File: config.mk
export PLATFORM = sky130hd
export DESIGN_NAME = ocra1_grad_dispatch
export DESIGN_NICKNAME = d
export VERILOG_FILES = /design/src/rtl/ocra1_grad_dispatch_pkg.sv /design/src/rtl/ocra1_sample_fifo.sv /design/src/rtl/ocra1_grad_dispatch.sv
export SDC_FILE = /design/constraint.sdc
export NUM_CORES = 1
export LEC_CHECK = 0
export ABC_AREA = 0
export BUFFER_PORTS_ARGS = -buffer_cell sky130_fd_sc_hd__buf_4
export CAP_MARGIN = 5
export CORE_MARGIN = 2
export CORE_UTILIZATION = 50
export CTS_BUF_LIST = sky130_fd_sc_hd__clkbuf_4 sky130_fd_sc_hd__clkbuf_8
export CTS_CLUSTER_SIZE = 28
export DETAILED_ROUTE_END_ITERATION = 16
export PLACE_DENSITY = 0.72
export SLEW_MARGIN = 10
export SYNTH_ARGS = -nofsm -noshare
export SYNTH_HDL_FRONTEND = slang
export SYNTH_SLANG_ARGS = --single-unit
File: constraint.sdc
create_clock -name clk -period 8.7 [get_ports clk]
set_input_delay 0.435 -clock clk [delete_from_list [all_inputs] [get_ports clk]]
set_output_delay 0.435 -clock clk [all_outputs]
set_load 0.005 [all_outputs]
File: src/rtl/ocra1_grad_dispatch_pkg.sv
// Shared constants and types for the ocra1 gradient dispatcher.
// Sample layout and channel indices match the ocra1_iface serialiser.
package ocra1_grad_dispatch_pkg;

    localparam int OCRA1_DW = 24;
    localparam int SAMPLE_W = 4 * OCRA1_DW;

    localparam logic [1:0] CH_X  = 2'd0;
    localparam logic [1:0] CH_Y  = 2'd1;
    localparam logic [1:0] CH_Z  = 2'd2;
    localparam logic [1:0] CH_Z2 = 2'd3;

    typedef enum logic {
        IDLE,
        RUN
    } state_e;

    typedef struct packed {
        logic [OCRA1_DW-1:0] x;
        logic [OCRA1_DW-1:0] y;
        logic [OCRA1_DW-1:0] z;
        logic [OCRA1_DW-1:0] z2;
    } sample_t;

endpackage

File: src/rtl/ocra1_sample_fifo.sv
// First-word-fall-through sample FIFO with flush.
// A push into a full FIFO is taken only when a pop frees the slot.
module ocra1_sample_fifo #(
    parameter int AW = 4,
    parameter int W  = 96
) (
    input  logic          clk,
    input  logic          rst_n,
    input  logic          push_i,
    input  logic          pop_i,
    input  logic          flush_i,
    input  logic [W-1:0]  din_i,
    output logic [W-1:0]  dout_o,
    output logic          full_o,
    output logic          empty_o,
    output logic [AW:0]   count_o
);

    localparam int DEPTH = 2 ** AW;

    logic [W-1:0]  mem_q [DEPTH];
    logic [AW-1:0] wptr_q;
    logic [AW-1:0] rptr_q;
    logic [AW:0]   count_q;
    logic          do_push;
    logic          do_pop;

    assign full_o  = (count_q == (AW+1)'(DEPTH));
    assign empty_o = (count_q == '0);
    assign count_o = count_q;
    assign dout_o  = mem_q[rptr_q];

    assign do_pop  = pop_i && !empty_o && !flush_i;
    assign do_push = push_i && (!full_o || do_pop) && !flush_i;

    always_ff @(posedge clk) begin
        if (do_push) begin
            mem_q[wptr_q] <= din_i;
        end
    end

    always_ff @(posedge clk or negedge rst_n) begin
        if (!rst_n) begin
            wptr_q  <= '0;
            rptr_q  <= '0;
            count_q <= '0;
        end else if (flush_i) begin
            wptr_q  <= '0;
            rptr_q  <= '0;
            count_q <= '0;
        end else begin
            if (do_push) begin
                wptr_q <= wptr_q + AW'(1);
            end
            if (do_pop) begin
                rptr_q <= rptr_q + AW'(1);
            end
            if (do_push && !do_pop) begin
                count_q <= count_q + (AW+1)'(1);
            end else if (do_pop && !do_push) begin
                count_q <= count_q - (AW+1)'(1);
            end
        end
    end

endmodule

File: src/rtl/ocra1_grad_dispatch.sv
// Gradient sample feeder: stages x/y/z, commits on z2, and issues one
// buffered sample to ocra1_iface per update interval.
module ocra1_grad_dispatch
    import ocra1_grad_dispatch_pkg::*;
#(
    parameter int FIFO_AW = 4,
    parameter int INT_W   = 16
) (
    input  logic                clk,
    input  logic                rst_n,
    input  logic                wr_i,
    input  logic [1:0]          chan_i,
    input  logic [OCRA1_DW-1:0] data_i,
    input  logic [INT_W-1:0]    interval_i,
    input  logic                start_i,
    input  logic                stop_i,
    input  logic                clear_i,
    input  logic                busy_i,
    output logic [OCRA1_DW-1:0] datax_o,
    output logic [OCRA1_DW-1:0] datay_o,
    output logic [OCRA1_DW-1:0] dataz_o,
    output logic [OCRA1_DW-1:0] dataz2_o,
    output logic                valid_o,
    output logic                running_o,
    output logic [FIFO_AW:0]    count_o,
    output logic                overflow_o,
    output logic                underrun_o,
    output logic                stall_o
);

    state_e              state_q;
    logic [INT_W-1:0]    cnt_q;
    logic [OCRA1_DW-1:0] x_stg_q;
    logic [OCRA1_DW-1:0] y_stg_q;
    logic [OCRA1_DW-1:0] z_stg_q;
    sample_t             data_q;
    logic                valid_q;
    logic                ovf_q;
    logic                und_q;
    logic                stall_q;

    sample_t             push_d;
    sample_t             head;
    logic                push;
    logic                full;
    logic                empty;
    logic                tick;
    logic                live_tick;
    logic                issue;

    assign push   = wr_i && (chan_i == CH_Z2);
    assign push_d = '{x: x_stg_q, y: y_stg_q, z: z_stg_q, z2: data_i};

    // stop and clear both swallow the tick entirely
    assign tick      = (state_q == RUN) && (cnt_q == '0);
    assign live_tick = tick && !stop_i && !clear_i;
    assign issue     = live_tick && !busy_i && !empty;

    ocra1_sample_fifo #(
        .AW (FIFO_AW),
        .W  (SAMPLE_W)
    ) u_fifo (
        .clk     (clk),
        .rst_n   (rst_n),
        .push_i  (push),
        .pop_i   (issue),
        .flush_i (clear_i),
        .din_i   (push_d),
        .dout_o  (head),
        .full_o  (full),
        .empty_o (empty),
        .count_o (count_o)
    );

    always_ff @(posedge clk or negedge rst_n) begin
        if (!rst_n) begin
            state_q <= IDLE;
            cnt_q   <= '0;
            x_stg_q <= '0;
            y_stg_q <= '0;
            z_stg_q <= '0;
            data_q  <= '0;
            valid_q <= 1'b0;
            ovf_q   <= 1'b0;
            und_q   <= 1'b0;
            stall_q <= 1'b0;
        end else begin
            valid_q <= issue;
            if (issue) begin
                data_q <= head;
            end

            if (wr_i) begin
                unique case (chan_i)
                    CH_X:    x_stg_q <= data_i;
                    CH_Y:    y_stg_q <= data_i;
                    CH_Z:    z_stg_q <= data_i;
                    default: ;
                endcase
            end

            unique case (state_q)
                IDLE: begin
                    if (start_i) begin
                        state_q <= RUN;
                        cnt_q   <= '0;
                    end
                end
                RUN: begin
                    if (stop_i) begin
                        state_q <= IDLE;
                    end else if (cnt_q != '0) begin
                        cnt_q <= cnt_q - INT_W'(1);
                    end else if (issue) begin
                        cnt_q <= interval_i;
                    end else if (live_tick && !busy_i) begin
                        state_q <= IDLE;
                    end
                end
                default: state_q <= IDLE;
            endcase

            if (clear_i) begin
                ovf_q   <= 1'b0;
                und_q   <= 1'b0;
                stall_q <= 1'b0;
            end else begin
                if (push && full && !issue) begin
                    ovf_q <= 1'b1;
                end
                if (live_tick && busy_i) begin
                    stall_q <= 1'b1;
                end
                if (live_tick && !busy_i && empty) begin
                    und_q <= 1'b1;
                end
            end
        end
    end

    assign datax_o    = data_q.x;
    assign datay_o    = data_q.y;
    assign dataz_o    = data_q.z;
    assign dataz2_o   = data_q.z2;
    assign valid_o    = valid_q;
    assign running_o  = (state_q == RUN);
    assign overflow_o = ovf_q;
    assign underrun_o = und_q;
    assign stall_o    = stall_q;

endmodule

======== After elaboration in Yosys (flattened, before gate mapping) ========
Memories as Yosys holds them, arrays and structs flattened. A register that Yosys moved wholly into a read port is not among the register bits.
Index checks and enable logic that the tools add are counted.
operators by class
  equality and inequality tests ........... 7
  muxes and demuxes ....................... 26
  $add $sub $neg .......................... 5
  reduce and logical (&&, ||, !) cells .... 40
  bitwise logic cells ..................... 1
operators by type and width
  cell                                                    count
  2-to-1 mux 16 bit                                       4
  case mux 16 bit (2 select lines)                        1
  logical AND 1 bit                                       16
  zero test 16 bit                                        1
  2-to-1 mux 4 bit                                        4
  nonzero test 16 bit                                     1
  subtractor 16 x 1 -> 16 bit (second input constant)     1
  2-to-1 mux 5 bit                                        3
  2-to-1 mux 1 bit                                        13
  nonzero test 2 bit                                      5
  zero test 1 bit                                         9
  adder 4 x 1 -> 4 bit (second input constant)            2
  AND reduction 2 bit                                     3
  adder 5 x 1 -> 5 bit (second input constant)            1
  equality test 5 bit (second input constant)             1
  zero test 5 bit                                         1
  subtractor 5 x 1 -> 5 bit (second input constant)       1
  equality test 2 bit (second input constant)             2
  inequality test 2 bit (second input constant)           2
  inequality test 3 x 1 -> 1 bit (second input constant)  1
  AND reduction 3 bit                                     1
  nonzero test 3 bit                                      1
  equality test 2 x 1 -> 1 bit (second input constant)    1
  zero test 2 bit                                         1
  other kinds (3)                                         3
word-level totals
  memories ................................ 1
  word-level logic and storage cells ...... 92
  bits in writable memories ............... 1536
  output and inout bits ................... 106
  bits in registers ....................... 106
memories
  name          words  width  rd ports  clocked after Yosys merged registers in  write ports  line                     source
  u_fifo.mem_q  16     96     1         1                                        1            ocra1_sample_fifo.sv:21  logic [W-1:0] mem_q [DEPTH];

======== Logic depth before layout (Yosys ltp) ========
  word-level depth ........................ 16
  mapped depth ............................ 14

======== Hierarchy ========
Synthesis repeated with hierarchy kept, for this count alone.
unflattened totals
  cell total of the unflattened synthesis .. 3376
  area total of the unflattened synthesis .. 66961.7 um^2
modules (own cells, without submodules)
  module               area each (um^2)  instances  seq. area each (um^2)  cells each
  ocra1_sample_fifo    59264.3           1          46449.5                2859
  ocra1_grad_dispatch  7697.4            1          4729.5                 517

======== Least setup slack after synthesis ========
No wires, ideal clock.
  path type ............................... reg2reg
  start point ............................. register cnt_q[0]
  end point ............................... memory u_fifo.mem_q[11][0], enable pin
  buffers on the path ..................... 1
  library setup time ...................... 0.466 ns
  data arrival time ....................... 4.074 ns
  cell stages (with the launch flop) ...... 9
  setup slack ............................. 4.160 ns
  cells stage by stage .................... dfrtp_1 inv_1 ha_1 nor4b_1 nand3_1 o21a_1 nor3_2 clkbuf_1 and3_1
between the ends
  longest elaborated chain between the ends .. 13
RTL lines
  what                                    line                        source
  start, declared                         ocra1_grad_dispatch.sv:32   logic [INT_W-1:0] cnt_q;
  start signal, assigned                  ocra1_grad_dispatch.sv:113  cnt_q <= cnt_q - INT_W'(1);
  start signal, assigned                  ocra1_grad_dispatch.sv:115  cnt_q <= interval_i;
  zero test 16 bit                        ocra1_grad_dispatch.sv:55   assign tick = (state_q == RUN) && (cnt_q == '0);
  logical AND 1 bit                       ocra1_grad_dispatch.sv:55
  logical AND 1 bit (2 in a row)          ocra1_grad_dispatch.sv:56   assign live_tick = tick && !stop_i && !clear_i;
  logical AND 1 bit (2 in a row)          ocra1_grad_dispatch.sv:57   assign issue = live_tick && !busy_i && !empty;
  logical AND 1 bit (2 in a row)          ocra1_sample_fifo.sv:33     assign do_pop = pop_i && !empty_o && !flush_i;
  logical OR 1 bit                        ocra1_sample_fifo.sv:34     assign do_push = push_i && (!full_o || do_pop) && !flush_i;
  logical AND 1 bit (2 in a row)          ocra1_sample_fifo.sv:34
  2-to-1 mux 1 bit                        ocra1_sample_fifo.sv:37     if (do_push) begin
  2-to-1 mux 1 bit (not written as such)  ocra1_sample_fifo.sv:38     mem_q[wptr_q] <= din_i;
  end, declared                           ocra1_sample_fifo.sv:21
No other way between the ends.

======== Worst setup path after layout ========
  start point ............................. register cnt_q[10]
  end point ............................... memory u_fifo.mem_q[11][36], enable pin
Same word-level chain as after synthesis.

==> summary.log <==
INFO  cts            cts.path.max_buffers=4
INFO  power_and_ir_drop report.power.total=18.1mW
INFO  route          detail_route.drc_violations=0
INFO  cts            worst_setup_hold_path_clk_slew=60ps
INFO  power_and_ir_drop worst_ir_drop_vdd=0.000184V
INFO  grt            first_global_vias=32900
INFO  floorplan      die_h=368microns
INFO  cts            tritoncts_num_sinks=1738
INFO  timing         setup_tns=0ps
INFO  timing         skew=66.3ps
INFO  placed_design  gp_congestion=0.805
INFO  timing         hold_ws=121ps
INFO  timing         fmax=208MHz
INFO  timing         timing_hold_violations_final=0
INFO  route          final_antenna_net_count=0
INFO  cts            h_tree_lvl_count=5
INFO  cts            tritoncts_clock_tree=done
INFO  synth          synth_sequential_area_ratio=77.4%
INFO  synth          dominantRegCellSynth=sky130_fd_sc_hd__edfxtp_1
INFO  finish         fin_nets=3448
INFO  grt            grt_antenna_before_repair=11
INFO  worst_hold_path min_path_type=input pin to register
INFO  cts            post-cts-setup-buffers=0
INFO  floorplan      rows=133
INFO  grt            grt.total_usage=22.2%
INFO  synth          avgSynthCellArea=22.1squm
INFO  finish         final_util=57.6%
INFO  finish         drive_gt1_share=34.5%
INFO  timing         setup_ws=3900ps
INFO  worst_setup_path critPathLaunchType=register
INFO  cts            numCtsBuffers=291
INFO  floorplan      core-area=131000squm
INFO  synth          synthesis.yosys.warnings=0
INFO  floorplan      die-area=135000squm
INFO  placed_design  dp.final_hpwl=80400microns
INFO  synth          yosys.cell_count.top_type=sky130_fd_sc_hd__edfxtp_1
INFO  timing         rsz0062_at_grt=false
INFO  synth          yosys-top-cells-area=sky130_fd_sc_hd__edfxtp_1, sky130_fd_sc_hd__mux4_2, sky130_fd_sc_hd__dfrtp_1
INFO  synth          synth-edff-count=1536
INFO  synth          syn-num-nets=3052
INFO  worst_setup_path critical_path_arrival=5360ps
INFO  synth          post_synth_most_frequent_cells=sky130_fd_sc_hd__edfxtp_1, sky130_fd_sc_hd__mux4_2, sky130_fd_sc_hd__nand2_1
INFO  synth          yosysTopAreaCellShare=69.8%
INFO  grt            grt_max_degree=151
INFO  worst_setup_path critical_path.endpoint_type=register
INFO  job            timing.max_cap.violations=0
INFO  grt            global_route.overflow_total=0
INFO  cts            clock_latency=1000ps
INFO  synth          synth_cell_type_count=54
INFO  outcome        outcome=finished clean
INFO  route          detailed_route_vias_per_instance=5.98
INFO  timing         part_of_the_cycle_the_worst_path_needs=55.2%
INFO  timing         worstMarginPinSlew=1260ps
INFO  synth          mappedNetlistArea=66100squm
INFO  cts            cts_repair_resize_count=0
INFO  worst_setup_path crit_required=9250ps
INFO  floorplan      floorplan.die.width=368microns
INFO  worst_setup_path worst_setup_path_startpoint=cnt_q[10]
INFO  synth          synthArstFlopShare=11.6%
INFO  timing         finalCriticalPeriod=4800ps
INFO  route          detail_route.iter0.violations=3560
INFO  power_and_ir_drop power_density=239nW/um^2
INFO  placed_design  port_buffers=154
INFO  worst_setup_path reg2reg_from=cnt_q[10]
INFO  grt            wire_length_of_the_first_global_routing_pass=219000microns
INFO  worst_setup_path critPathKind=register to register
INFO  route          detailroute.via_count=32000
INFO  floorplan      io_pins=155
INFO  timing         setup-violations-final=0
INFO  timing         maxSlewHeadroom=16.0%
INFO  floorplan      initial_utilization=50.3%
INFO  synth          syn_inst=2991
INFO  synth          synth_top_area_cell=sky130_fd_sc_hd__edfxtp_1
INFO  power_and_ir_drop leakage=24.9nW
INFO  timing         report.final.slew_viol_count=0
INFO  finish         flow.area_growth_from_synthesis=14.4%
INFO  route          drt_pre_antenna_iters=5
INFO  route          routed_length_per_instance=27.8microns
INFO  placed_design  dp_worst_setup_slack=3820ps
INFO  route          drt_wl_total=149000microns
INFO  worst_hold_path worst_hold_startpoint=chan_i[0]
INFO  synth          ys_ff_latch=1738
INFO  cts            cts_root_buffer=sky130_fd_sc_hd__clkbuf_8
INFO  worst_setup_path timing.critical_path.fanout_max=37
[logic make-up (layout without fill, tap and decap cells)]
kind of cell / after synthesis / in the layout / synth area share (%)
DFF: 1738 / 1738 / 77.4
muxes: 567 / 567 / 17.5
and+or+nand+nor: 387 / 387 / 2.57
buffers and inverters: 163 / 774 / 1.03
AOI/OAI and AO/OA: 121 / 121 / 1.21
adders and majority gates: 12 / 12 / 0.239
xor gates and xnor gates: 3 / 3 / 0.0398
other: 0 / 3 / 0
[registers in the layout, summed over array words and instances (netlist names), 4 cells and up]
register	cells
y_stg_q	24
datax_o	24
cnt_q	16
dataz2_o	24
z_stg_q	24
dataz_o	24
u_fifo.rptr_q	4
u_fifo.count_o	5
u_fifo.mem_q	1536
x_stg_q	24
datay_o	24
u_fifo.wptr_q	4
[repair_timing]
item	in CTS	in global routing
hold endpoints to repair	592	0
setup endpoints to repair	0	0
hold buffers	53	0
[where the power goes]
group	internal (mW)	total [mW]	leakage, nW	switching [mW]
registers	9.55	9.98	16.5	0.426
clock network	4.04	7.15	3.09	3.11
logic	0.426	0.934	5.32	0.508
total	14.0	18.1	24.9	4.04
[worst paths after layout]
path	to	slack [ps]	cells after the start
setup / recovery	u_fifo.mem_q[11][36]	3900	7
hold / removal	u_fifo.wptr_q[2]	120	4
setup reg to reg	u_fifo.mem_q[11][36]	3900	7
hold reg to reg	datax_o[6]	470	2
max in group asynchronous	u_fifo.rptr_q[0]	6880	3
min in group asynchronous	cnt_q[7]	180	2
[area by class of cell]
cell class / instances / area [sq um]
inverters: 13 / 48.8
well taps: 1755 / 2200
fillers: 9296 / 55700
flip-flops and latches: 1738 / 51200
multi-input cells: 1090 / 14300
clock inverters: 67 / 419
repair buffers: 253 / 2090
clock buffers: 441 / 5370
diodes: 3 / 7.51
[critical path, stage by stage (launching register included)]
cell and delay (ps):
sky130_fd_sc_hd__dfrtp_1 450, sky130_fd_sc_hd__nor4_2 440, sky130_fd_sc_hd__nand3_1 360, sky130_fd_sc_hd__o21a_1 340, sky130_fd_sc_hd__nor3_2 770, sky130_fd_sc_hd__and3_4 800, sky130_fd_sc_hd__buf_4 490, sky130_fd_sc_hd__buf_4 660
[cell usage in the layout (no fill, tap or decap), types with 28 or more instances in the layout]
master | Yosys | routed
sky130_fd_sc_hd__buf_4 | 4 | 195
sky130_fd_sc_hd__clkbuf_8 | 0 | 329
sky130_fd_sc_hd__edfxtp_1 | 1536 | 1536
sky130_fd_sc_hd__nand2_1 | 288 | 288
sky130_fd_sc_hd__dlygate4sd3_1 | 0 | 53
sky130_fd_sc_hd__mux2_2 | 74 | 74
sky130_fd_sc_hd__o21ai_0 | 30 | 30
sky130_fd_sc_hd__dfrtp_1 | 202 | 198
sky130_fd_sc_hd__clkbuf_4 | 0 | 112
sky130_fd_sc_hd__mux4_2 | 462 | 462
sky130_fd_sc_hd__clkinv_1 | 0 | 31
sky130_fd_sc_hd__mux2i_1 | 28 | 28
[per-stage QoR]
step           cell area, sq um  std cells
2_1_floorplan             66100       2991
6_report                  75600       5360
4_1_cts                   75600       5357
5_1_grt                   75600       5359
3_3_place_gp              69300       4796
3_5_place_dp              69300       4796
[layer usage]
| layer | share of wire [%] | wire (microns) | GRT usage [%] |
|---|---|---|---|
| met5 | 0.028 | 41 | 0 |
| met4 | 1.5 | 2170 | 5.17 |
| met3 | 9.1 | 13600 | 6.07 |
| met2 | 48 | 71200 | 34.1 |
| met1 | 42 | 62100 | 32.2 |
(Power assumes the default switching activity.)
